### src/rtl/pc_sequencer.sv
// ============================================================================
// Module   : pc_sequencer
// Brief    : Fetch-path PC register with increment/branch/jump/call/return
//            selection and a circular return-address stack.
// Revision : 1.0
// ============================================================================
`default_nettype none

module pc_sequencer #(
  parameter int unsigned      WIDTH     = 32,
  parameter int unsigned      STEP      = 1,
  parameter logic [WIDTH-1:0] RESET_PC  = '0,
  parameter int unsigned      RAS_DEPTH = 4
) (
  input  logic             clk,
  input  logic             rst_n,
  input  logic             stall,
  input  logic             branch_en,
  input  logic [WIDTH-1:0] branch_off,
  input  logic             jump_en,
  input  logic             call_en,
  input  logic             ret_en,
  input  logic [WIDTH-1:0] jump_target,
  output logic [WIDTH-1:0] pc,
  output logic [WIDTH-1:0] pc_next,
  output logic             ras_empty,
  output logic             ras_full,
  output logic             ras_ovf,
  output logic             ras_unf
);

  localparam int unsigned      c_ptr_w = (RAS_DEPTH > 1) ? $clog2(RAS_DEPTH) : 1;
  localparam int unsigned      c_cnt_w = c_ptr_w + 1;
  localparam logic [c_cnt_w-1:0] c_depth = c_cnt_w'(RAS_DEPTH);
  localparam logic [WIDTH-1:0]   c_step  = WIDTH'(STEP);
  localparam logic [c_ptr_w-1:0] c_ptr_one = c_ptr_w'(1);
  localparam logic [c_cnt_w-1:0] c_cnt_one = c_cnt_w'(1);

  logic [WIDTH-1:0]   r_pc;
  logic [c_ptr_w-1:0] r_top;
  logic [c_cnt_w-1:0] r_count;
  logic               r_ovf;
  logic               r_unf;
  logic [WIDTH-1:0]   r_ras [RAS_DEPTH];

  logic [WIDTH-1:0]   w_inc;
  logic [WIDTH-1:0]   w_pc_next;
  logic [c_ptr_w-1:0] w_push_ptr;
  logic               w_empty;
  logic               w_full;
  logic               w_push;
  logic               w_pop;
  logic               w_ovf;
  logic               w_unf;

  assign w_inc      = r_pc + c_step;
  assign w_push_ptr = r_top + c_ptr_one;
  assign w_empty    = (r_count == '0);
  assign w_full     = (r_count == c_depth);

  // Next-PC selection; each branch of the priority chain owns its side effects.
  always_comb begin
    w_pc_next = w_inc;
    w_push    = 1'b0;
    w_pop     = 1'b0;
    w_ovf     = 1'b0;
    w_unf     = 1'b0;
    if (stall) begin
      w_pc_next = r_pc;
    end else if (ret_en) begin
      if (w_empty) begin
        w_unf = 1'b1;
      end else begin
        w_pc_next = r_ras[r_top];
        w_pop     = 1'b1;
      end
    end else if (call_en) begin
      w_pc_next = jump_target;
      w_push    = 1'b1;
      w_ovf     = w_full;
    end else if (jump_en) begin
      w_pc_next = jump_target;
    end else if (branch_en) begin
      w_pc_next = r_pc + branch_off;
    end
  end

  always_ff @(posedge clk or negedge rst_n) begin
    if (!rst_n) begin
      r_pc    <= RESET_PC;
      r_top   <= '0;
      r_count <= '0;
      r_ovf   <= 1'b0;
      r_unf   <= 1'b0;
    end else begin
      r_pc  <= w_pc_next;
      r_ovf <= w_ovf;
      r_unf <= w_unf;
      if (w_push) begin
        r_top <= w_push_ptr;
        // When full, the push lands on the oldest slot, so depth is unchanged.
        if (!w_full) r_count <= r_count + c_cnt_one;
      end else if (w_pop) begin
        r_top   <= r_top - c_ptr_one;
        r_count <= r_count - c_cnt_one;
      end
    end
  end

  // Stack storage carries no reset; contents are meaningless while count is 0.
  always_ff @(posedge clk) begin
    if (w_push) r_ras[w_push_ptr] <= w_inc;
  end

  assign pc        = r_pc;
  assign pc_next   = w_pc_next;
  assign ras_empty = w_empty;
  assign ras_full  = w_full;
  assign ras_ovf   = r_ovf;
  assign ras_unf   = r_unf;

endmodule

`default_nettype wire

### config.mk
export PLATFORM = sky130hd
export DESIGN_NAME = pc_sequencer
export DESIGN_NICKNAME = d
export VERILOG_FILES = /design/src/rtl/pc_sequencer.sv
export SDC_FILE = /design/constraint.sdc
export NUM_CORES = 1
export LEC_CHECK = 0
export CAP_MARGIN = 20
export CORE_AREA = 2 2 146 148
export CTS_CLUSTER_SIZE = 14
export DETAILED_ROUTE_END_ITERATION = 16
export DIE_AREA = 0 0 148 150
export MAX_ROUTING_LAYER = met4
export PLACE_DENSITY = 0.77
export SYNTH_ARGS = -nofsm -noshare
export SYNTH_HDL_FRONTEND = slang
export SYNTH_SLANG_ARGS = --single-unit
### constraint.sdc
create_clock -name clk -period 6.75 [get_ports clk]
set_input_delay 1.35 -clock clk [delete_from_list [all_inputs] [get_ports clk]]
set_output_delay 1.35 -clock clk [all_outputs]
set_load 0.01 [all_outputs]
* Word level (Yosys, flattened, before mapping) *
Memories as Yosys holds them, arrays and structs flattened.
Index checks and enable logic that the tools add are counted.

word-level totals
  bits in writable memories = 128
  memories kept = 1
  flip-flop bits (word level) = 39
  output and inout port bits = 68
  logic and storage cells = 42

cells by class
  reduce and logical (&&, ||, !) cells = 3
  equality and inequality tests = 2
  mux-type cells = 25
  add/sub/neg operators = 6

memories
  memory  depth  width  rd ports  clocked after Yosys merged registers in  write ports  line  text
  r_ras   4      32     1         0                                        1            44    logic [WIDTH-1:0] r_ras [RAS_DEPTH];

operators by type and width
  cell                     count
  $mux W32                 6
  $add A32 B1 Y32 const B  1
  $add A32 B32 Y32         1
  $mux W1                  14
  $mux W3                  3
  $mux W2                  2
  $add A3 B1 Y3 const B    1
  $eq A3 B3 Y1 const B     1
  $logic_not A3 Y1         1
  $sub A3 B1 Y3 const B    1
  $add A2 B1 Y2 const B    1
  $ne A2 B2 Y1 const B     1
  $reduce_and A2 Y1        1
  $reduce_bool A2 Y1       1
  $sub A2 B1 Y2 const B    1

* Depth between registers and ports, before layout *
  word-level depth = 6
  gate-level depth with buffers = 10
  gate-level depth less buffers = 10

* Worst setup path after synthesis *
No wires, ideal clock.

  path type = input to output
  from = input branch_off[0]
  to = output pc_next[22]
  setup slack = 1,682 ps
  path buffers = 0
  arrival time = 3,718 ps
  stages on the path = 10
  cell sequence = ha_1 fa_1 a21o_1 a221o_1 o2111ai_1 o211ai_2 a31oi_1 xnor2_1 a211oi_1 nor3_1

between the ends
  cells in the longest elaborated chain, start to end = 6

ends and longest elaborated chain
  what              line  text
  from (decl)       19    input logic [WIDTH-1:0] branch_off,
  $add A32 B32 Y32  84    w_pc_next = r_pc + branch_off;
  $mux W32          83    end else if (branch_en) begin
  $mux W32          81    end else if (jump_en) begin
  $mux W32          77    end else if (call_en) begin
  $mux W32          70    end else if (ret_en) begin
  $mux W32          68    if (stall) begin
  to (decl)         25    output logic [WIDTH-1:0] pc_next,

Every way passes these cells.

* Worst setup path after layout *
Same ends and word-level chain as after synthesis.

==> out/metrics.csv <==
stage,metric,value,unit
routing,routedWlPerCell,22.4,um
worst_hold_path,hold_start,r_count[2],
layout,area_growth,22.9,%
worst_hold_path,min_to,r_count[2],
outcome,status,finished clean,
clock_tree,cts_tree,yes,
yosys,yosysSeqAreaShare,49.2,%
global_route,grt_pass1_vias,7730,
worst_hold_path,hold_depth,1,
clock_tree,clkLatencyLatePin,0.44,ns
routing,wl_met2,13.3,mm
layout,final_cells,1285,
global_route,antenna_found_initial,0,
critical_path,crit_type,in -> out,
routing,top_layer_used,met4,
timing,skew,0.00887,ns
yosys,synth_cells,872,
routing,drtIter0Drc,938,
floorplanning,initial_core_util,47.3,%
critical_path,rr_endpoint,pc[22],
timing,hold_viol,0,
clock_tree,cts_inserted_buffers,17,
floorplanning,rows,53,
timing,max_slew.worst_pin.slew,0.879,ns
critical_path,crit_chain,"clkdlybuf4s50_1, ha_1, fa_1, a21o_1, a221o_1, o2111ai_1, o211ai_2, a31oi_1, xnor2_1, a211oi_1, nor3_1, clkdlybuf4s50_1",
floorplanning,die_y,150,um
job,drv_cap,0,
timing,period_needed,6.37,ns
routing,final_antenna_net_count,0,
clock_tree,clk_pin_slew,0.07,ns
routing,vias_per_cell,6.24,
layout,mostFrequentLayoutCell,clkdlybuf4s50_1,
critical_path,r2r_slack,3.38,ns
routing,wl,28.8,mm
yosys,async_flop_share,23.4,%
timing,max_freq,157,MHz
clock_tree,hold_buffers,0,
place,place_congestion,0.942,
global_route,track_usage,27.1,%
yosys,synth-edff-count,128,
yosys,synthDistinctLibCells,75,
floorplanning,core,20700,um2
timing,setup_viol,0,
yosys,synth_area_per_cell,11.2,um2
floorplanning,dieArea,22200,um2
clock_tree,numClockSinks,167,
clock_tree,h-tree-depth,4,
routing,first_pass_iters,6,
timing,fin_tns_setup,0,ns
place,port_buffers,138,
power_and_ir_drop,powerDensity,393,nW/um2
global_route,grt_pass1_wl,44.1,mm
layout,diodes,0,
yosys,synth_warnings,0,
place,dpl.hpwl,20.2,mm
yosys,synth_area,9790,um2
place,post-place-cells,1251,
worst_hold_path,min_path_type,reg -> reg,
routing,post-route-drc-count,0,
critical_path,end_kind,output pin,
timing,rsz0062_at_grt,no,
floorplanning,fp.dieW,148,um
global_route,grt_max_degree,51,
timing,relSlewSlack,41.4,%
timing,report.final.slew_viol_count,0,
clock_tree,cts.root.buffer_cell,clkbuf_16,
critical_path,cp_data_required_time,5.40,ns
clock_tree,ctsResizeCount,0,
critical_path,crit_path_top_delay_cell,clkdlybuf4s50_1,
yosys,ys_ff_latch,167,
power_and_ir_drop,peakVddDrop,0.225,mV
critical_path,slowest_delay,0.60,ns
critical_path,r2r_cells,10,
global_route,grt_overflow_total,0,
critical_path,start_kind,input port,
routing,met3_length,2.67,mm
layout,fin_nets,1106,
clock_tree,cts_setup_buffers,0,
critical_path,r2r-start,pc[0],
routing,vias,8020,
floorplanning,io_pins,139,
critical_path,crit_fanout,6,
routing,met1_length,11.8,mm
power_and_ir_drop,p_leak,4.41,nW
clock_tree,clockBufferDepth,2,
yosys,syn-num-nets,981,
yosys,synth_ff_type,edfxtp_1,
timing,finalCritPeriodShare,94.3,%
layout,drive_above_1_share,10.6,%
critical_path,worst-endpoint-arrival,5.02,ns
critical_path,critPathMostFrequentCell,clkdlybuf4s50_1,
layout,layout_common_cells,"136 x clkdlybuf4s50_1, 128 x edfxtp_1, 91 x nand2_1",
power breakdown:
group,switching [mW],internal (mW)
logic,1.21,1.01
clock network,0.459,0.494
registers,0.230,1.33
flip-flops by register name (all words and copies together) (netlist names):
signal,flops
pc,32
r_count,3
r_ras,128
r_top,2
ras_ovf,1
ras_unf,1
metal layers:
layer,vias to the layer above,GRT usage [%]
li1,3584,-
met1,3897,37.2
met2,469,40.1
met3,70,4.94
met4,0,11.0
met5,-,-
worst max-delay path, delay by kind of cell:
family	cells	cell delay, ns
fa+ha+maj	2	0.66
simple gates	1	0.32
buf+inv	2	1.00
compound gates	6	1.53
xor+xnor	1	0.14
Yosys cell counts (all sizes together) (4+ instances only):
master,n,area (um2)
or3,4,26.3
a221oi,6,52.6
a31oi,8,65.1
nor2b,5,31.3
a21o,18,135
o21bai,5,37.5
dfrtp,39,976
and3,19,119
ha,36,450
edfxtp,128,3840
xnor2,40,350
nor2,65,246
nor4,4,25.0
nand2,91,342
inv,16,60.1
or2,4,25.0
nor3,19,111
o211ai,13,103
o21ai,56,284
buf,14,76.3
and2,7,43.8
clkbuf,35,133
nand4,9,71.3
o31ai,6,58.8
a311oi,6,52.6
a21oi,54,270
a21boi,4,30.0
xor2,16,140
o221ai,4,52.6
nand2b,6,37.5
o22ai,7,43.8
mux4,32,721
nand3,26,135
mux2i,7,70.1
a211oi,18,135
metrics by stage:
stage	area [um2]	util, %	hold WS [ns]	setup WS [ns]	power, mW
floorplan	9790	-	0.459	1.68	2.93
global placement	11400	55.1	0.484	0.469	3.70
detailed placement	11400	55.1	0.528	0.436	3.73
CTS	12000	58.0	0.538	0.409	4.69
global route	12000	58.2	0.563	0.259	4.98
finish	12000	58.2	0.539	0.383	4.73
cells by family (layout without fill, tap and decap cells):
group / after synthesis / in the layout / synth area share [%]
buffers and inverters: 66 / 204 / 2.79
DFF: 167 / 167 / 49.2
xor gates and xnor gates: 56 / 56 / 5.01
adders and majority gates: 38 / 38 / 5.01
AOI/OAI and AO/OA: 236 / 236 / 16.5
muxes: 42 / 42 / 8.42
and+or+nand+nor: 267 / 267 / 13.1
cell type report:
type / instances / area [um2]
Clock buffer: 17 / 425
Multi-Input combinational cell: 639 / 4700
Sequential cell: 167 / 4820
Fill cell: 1701 / 8660
Inverter: 17 / 63.8
Tap cell: 275 / 344
Timing Repair Buffer: 155 / 1520
Clock inverter: 15 / 158
worst max-delay path by stage:
stage / start / to / depth (start not counted)
after floorplan: branch_off[0] / pc_next[22] / 10
after global placement: branch_off[0] / pc_next[22] / 12
after detailed placement: branch_off[0] / pc_next[22] / 12
after CTS: branch_off[0] / pc_next[22] / 12
after global routing: branch_off[0] / pc_next[22] / 12
final: branch_off[0] / pc_next[22] / 12
(Power assumes the default switching activity.)
